==> src/rtl/mem_arb_pkg.sv <==
// rtl/mem_arb_pkg.sv - shared encodings for the memory port arbiter
// State codes, MS size codes and requester identifiers.
package mem_arb_pkg;

  localparam logic [1:0] S_IDLE    = 2'd0;
  localparam logic [1:0] S_BUSY_F  = 2'd1;
  localparam logic [1:0] S_BUSY_D  = 2'd2;
  localparam logic [1:0] S_RELEASE = 2'd3;

  typedef enum logic [1:0] {
    ST_IDLE    = S_IDLE,
    ST_BUSY_F  = S_BUSY_F,
    ST_BUSY_D  = S_BUSY_D,
    ST_RELEASE = S_RELEASE
  } arb_state_t;

  localparam logic [2:0] MS_BYTE  = 3'b000;
  localparam logic [2:0] MS_HALF  = 3'b001;
  localparam logic [2:0] MS_WORD  = 3'b010;
  localparam logic [2:0] MS_DWORD = 3'b011;

  localparam logic REQ_F = 1'b0;
  localparam logic REQ_D = 1'b1;

endpackage

==> src/rtl/arb_timeout_counter.sv <==
// rtl/arb_timeout_counter.sv - watchdog counter for outstanding memory accesses
// Counts busy cycles without MOC; expired flags the last legal wait cycle.
module arb_timeout_counter #(
  parameter int unsigned TIMEOUT = 16
) (
  input  logic clk,
  input  logic rst_n,
  input  logic clr,
  input  logic en,
  output logic expired
);

  logic [7:0] count_q;

  always_ff @(posedge clk or negedge rst_n) begin
    if (!rst_n) begin
      count_q <= 8'd0;
    end else if (clr) begin
      count_q <= 8'd0;
    end else if (en) begin
      count_q <= count_q + 8'd1;
    end
  end

  assign expired = (count_q == 8'(TIMEOUT - 1));

endmodule

==> src/rtl/mem_port_arbiter.sv <==
// rtl/mem_port_arbiter.sv - fetch/data arbiter and MOV/MOC sequencer for ram256x8
// All memory-side and requester-side outputs are registered.
module mem_port_arbiter
  import mem_arb_pkg::*;
#(
  parameter int unsigned TIMEOUT = 16
) (
  input  logic        CLK,
  input  logic        RESET,
  input  logic        F_REQ,
  input  logic [31:0] F_ADDR,
  output logic        F_DONE,
  output logic [31:0] F_RDATA,
  input  logic        D_REQ,
  input  logic        D_RW,
  input  logic [2:0]  D_MS,
  input  logic [31:0] D_ADDR,
  input  logic [31:0] D_WDATA,
  output logic        D_DONE,
  output logic [31:0] D_RDATA,
  output logic        ERR,
  output logic        ERR_SRC,
  output logic        MEM_MOV,
  output logic        MEM_RW,
  output logic [2:0]  MEM_MS,
  output logic [31:0] MEM_ADDR,
  output logic [31:0] MEM_WDATA,
  input  logic        MEM_MOC,
  input  logic [31:0] MEM_DOUT
);

  arb_state_t state_q, state_d;
  logic       last_q;
  logic       grant_f, grant_d, finish, abort;
  logic       busy, expired;

  assign busy = (state_q == ST_BUSY_F) || (state_q == ST_BUSY_D);

  arb_timeout_counter #(.TIMEOUT(TIMEOUT)) u_timeout (
    .clk     (CLK),
    .rst_n   (RESET),
    .clr     (grant_f | grant_d),
    .en      (busy && !MEM_MOC),
    .expired (expired)
  );

  always_ff @(posedge CLK or negedge RESET) begin
    if (!RESET) begin
      state_q <= ST_IDLE;
    end else begin
      state_q <= state_d;
    end
  end

  // MOC is tested before expiry so a late acknowledge still completes cleanly.
  always_comb begin
    state_d = state_q;
    grant_f = 1'b0;
    grant_d = 1'b0;
    finish  = 1'b0;
    abort   = 1'b0;
    case (state_q)
      ST_IDLE: begin
        if (D_REQ && (!F_REQ || last_q == REQ_F)) begin
          grant_d = 1'b1;
          state_d = ST_BUSY_D;
        end else if (F_REQ) begin
          grant_f = 1'b1;
          state_d = ST_BUSY_F;
        end
      end
      ST_BUSY_F, ST_BUSY_D: begin
        if (MEM_MOC) begin
          finish  = 1'b1;
          state_d = ST_RELEASE;
        end else if (expired) begin
          abort   = 1'b1;
          state_d = ST_RELEASE;
        end
      end
      ST_RELEASE: begin
        if (!MEM_MOC) begin
          state_d = ST_IDLE;
        end
      end
      default: state_d = ST_IDLE;
    endcase
  end

  always_ff @(posedge CLK or negedge RESET) begin
    if (!RESET) begin
      last_q    <= REQ_F;
      MEM_MOV   <= 1'b0;
      MEM_RW    <= 1'b0;
      MEM_MS    <= 3'b000;
      MEM_ADDR  <= 32'd0;
      MEM_WDATA <= 32'd0;
      F_DONE    <= 1'b0;
      D_DONE    <= 1'b0;
      F_RDATA   <= 32'd0;
      D_RDATA   <= 32'd0;
      ERR       <= 1'b0;
      ERR_SRC   <= 1'b0;
    end else begin
      F_DONE <= 1'b0;
      D_DONE <= 1'b0;
      ERR    <= 1'b0;
      if (grant_d) begin
        MEM_MOV   <= 1'b1;
        MEM_RW    <= D_RW;
        MEM_MS    <= D_MS;
        MEM_ADDR  <= D_ADDR;
        MEM_WDATA <= D_WDATA;
        last_q    <= REQ_D;
      end
      if (grant_f) begin
        MEM_MOV   <= 1'b1;
        MEM_RW    <= 1'b1;
        MEM_MS    <= MS_WORD;
        MEM_ADDR  <= F_ADDR;
        MEM_WDATA <= 32'd0;
        last_q    <= REQ_F;
      end
      if (finish || abort) begin
        MEM_MOV <= 1'b0;
        F_DONE  <= (state_q == ST_BUSY_F);
        D_DONE  <= (state_q == ST_BUSY_D);
      end
      if (finish && MEM_RW) begin
        if (state_q == ST_BUSY_F) begin
          F_RDATA <= MEM_DOUT;
        end else begin
          D_RDATA <= MEM_DOUT;
        end
      end
      if (abort) begin
        ERR     <= 1'b1;
        ERR_SRC <= (state_q == ST_BUSY_D) ? REQ_D : REQ_F;
      end
    end
  end

endmodule

==> config.mk <==
export PLATFORM = sky130hd
export DESIGN_NAME = mem_port_arbiter
export DESIGN_NICKNAME = d
export VERILOG_FILES = /design/src/rtl/mem_arb_pkg.sv /design/src/rtl/arb_timeout_counter.sv /design/src/rtl/mem_port_arbiter.sv
export SDC_FILE = /design/constraint.sdc
export NUM_CORES = 1
export LEC_CHECK = 0
export CAP_MARGIN = 0
export CORE_MARGIN = 1.5
export CORE_UTILIZATION = 45
export CTS_BUF_LIST = sky130_fd_sc_hd__clkbuf_4
export CTS_CLUSTER_DIAMETER = 150
export DETAILED_ROUTE_END_ITERATION = 16
export DONT_BUFFER_PORTS = 1
export MAX_ROUTING_LAYER = met4
export SLEW_MARGIN = 15
export SYNTH_ARGS = -nofsm -noshare
export SYNTH_HDL_FRONTEND = slang
export SYNTH_SLANG_ARGS = --single-unit
==> constraint.sdc <==
create_clock -name CLK -period 3.2 [get_ports CLK]
set_input_delay 0.64 -clock CLK [delete_from_list [all_inputs] [get_ports CLK]]
set_output_delay 0.64 -clock CLK [all_outputs]
set_load 0.05 [all_outputs]
==> results.cfg <==
[run_status]
outcome = finished with violations
violations = hold timing

[yosys]
synth_top_family_by_area = multiplexers
ys_ff_latch = 148
synth_area_leader_cell = dfrtp_1
synth_top_area_frac = 0.645
yosys.area_share.simple = 0.0706
synth_xor_area_frac = 0.0107
synth-adder-area-share = 0.0109
ys_types = 29
yosys_warnings = 0
syn_area_um2 = 5740
synthCells = 432
muxShareOfSynthArea = 0.133
yosysMostFrequentCell = dfrtp_1
syn_avg_cell_area_um2 = 13.3
ys_async_sr_fraction = 1.00
synth_edf_count = 0
yosys-top-cells-count = dfrtp_1 (148), nand2_1 (69), mux2_2 (65)
ys.flop_type = dfrtp_1
synth_compound_area_frac = 0.106
synth_top_cells_by_area = dfrtp_1 (65%), mux2_2 (13%), a22o_1 (5.2%)
yosysSeqAreaShare = 0.645
synth_fp_nets = 574

[die]
core_um2 = 12500
die_y_um = 116
num_rows = 41
start_util = 0.458
dieArea_um2 = 13400
io-pin-count = 274
die_w_um = 116

[global_route]
grt_pass1_vias = 3326
grt_max_degree = 149
antenna_found_initial = 0
grt_usage = 0.180
grt-ovfl-total = 0
grt_pass1_wl_mm = 17.5

[route]
remaining_drc_errors = 0
vias = 3417
drtIter0Drc = 206
drt_wl_total_mm = 12.2
dr.pass1.iters = 5
antenna_left = 0
avgRoutedWirePerCell_um = 19.8
via_per_inst = 5.57

[timing]
holdWs_ns = -0.218
fmax_mhz = 476
finalHoldViolations = 148
tightest_slew_ns = 0.774
slew_headroom = 0.482
fin_crit_ns = 2.10
setup_viol_count_final = 0
rsz0062_at_grt = false
timing.setup.tns_ns = 0
finalMaxSlewViolations = 0
clock_skew_ns = 0.0184
min_period_over_period = 0.657

[worst_setup_path]
ff2ff_setup_slack_ns = 1.10
r2r-end = MEM_ADDR[22]$_DFFE_PN0N_
worstPathArrival_ns = 2.58
crit_required_ns = 3.67
critPathCaptureType = flip-flop
crit_fanout = 53
slowest_delay_ns = 0.52
rr_worst_depth = 6
cp_cell_sequence = inv_1 -> ha_1 -> and3_2 -> buf_4 -> a22oi_1 -> nand2_1
start_kind = flip-flop
slowest_stage = buf_4
rr_startpoint = state_q[0]$_DFFE_PN0P_
critical_path_class = reg2reg

[clock_tree]
cts_inserted_buffers = 17
tritoncts = built
cts_max_level = 4
cts_sinks = 148
clock_path_buffers = 2
clkLatencyLatePin_ns = 0.54
cts_root_buf = clkbuf_4
cts.clk_slew.worst_paths_ns = 0.13

[place]
place.gp.congestion = 0.753
port_buffers = 0
dp_hpwl_mm = 8.44
dp_cells = 584

[layout]
drive_gt1_frac = 0.238
final_cell_count_no_fill = 614
antennaDiodeCount = 0
nets = 573
final_core_util = 0.498
area.growth.synth_to_final_pct = 8.68

[run]
cap_violations = 0

[hold_path]
hp-class = in2async
==> layer usage <==
layer  vias to the layer above  wire (µm)  track usage
li1                       1531          -            -
met1                      1679       4850        0.221
met2                       182       5750        0.264
met3                        25       1210       0.0607
met4                         0        342       0.0976
met5                         -          0            -
==> state kept, by name (all words and copies together) (netlist names), 2 cells and up <==
register / flops
D_RDATA: 32
state_q: 2
MEM_WDATA: 32
MEM_ADDR: 32
F_RDATA: 32
u_timeout.count_q: 8
MEM_MS: 3
==> cell usage in the layout, fill, tap and decap left out, types with 2 or more instances in the layout <==
cell       count
mux2_2        65
clkbuf_4      21
nor2_1        14
o21ai_0        2
dfrtp_1      148
a22o_1        34
xor2_1         6
inv_1          6
bufinv_16      5
a22oi_1       32
nand2_1       69
o22a_1         2
ha_1           5
buf_4          5
nand4_1        6
nand3_1        2
mux2_1         2
==> critical path, delay by kind of cell (launching register included) <==
family	cells	cell delay, ns
flops	1	0.42
fa+ha+maj	1	0.28
compound gates	1	0.18
buf+inv	2	0.61
simple gates	2	0.52
==> through the flow <==
step	cell area, µm²	setup WS (ns)
after floorplan	5740	1.44
after global placement	5900	1.21
after detailed placement	5900	1.13
after CTS	6240	1.12
after global routing	6240	0.925
final	6240	1.10
==> worst max path at each step <==
stage / depth (start not counted) / to / startpoint / slack (ns)
global placement: 4 / MEM_ADDR[23]$_DFFE_PN0N_ / F_REQ / 1.21
global route: 6 / MEM_ADDR[27]$_DFFE_PN0N_ / state_q[1]$_DFFE_PN0P_ / 0.92
finish: 6 / MEM_ADDR[22]$_DFFE_PN0N_ / state_q[0]$_DFFE_PN0P_ / 1.10
CTS: 6 / MEM_ADDR[30]$_DFFE_PN0N_ / state_q[0]$_DFFE_PN0P_ / 1.12
floorplan: 6 / state_q[0]$_DFFE_PN0P_ / state_q[0]$_DFFE_PN0P_ / 1.44
detailed placement: 6 / MEM_ADDR[7]$_DFFE_PN0N_ / state_q[0]$_DFFE_PN0P_ / 1.13
==> kinds of logic after synthesis <==
kind of cell,Yosys count
compound gates,76
flops,148
mux,68
fa+ha+maj,5
xor+xnor,7
simple gates,97
buf+inv,31
==> repair_timing <==
| action | in CTS | in global routing |
|---|---|---|
| buffers inserted | 0 | 0 |
| gates resized for setup | 0 | 0 |
| hold endpoints to repair | 148 | 148 |
==> final cells by class <==
cell class / instances / area [µm²]
Fill cell: 1138 / 6280
Sequential cell: 148 / 3700
Multi-Input combinational cell: 253 / 1920
Tap cell: 172 / 215
Clock inverter: 9 / 179
Clock buffer: 21 / 158
Timing Repair Buffer: 5 / 37.5
Inverter: 6 / 22.5
Power is left out: the tool's default activity adds up to more than one toggle a clock period on the data nets, which glitch-free logic cannot reach.
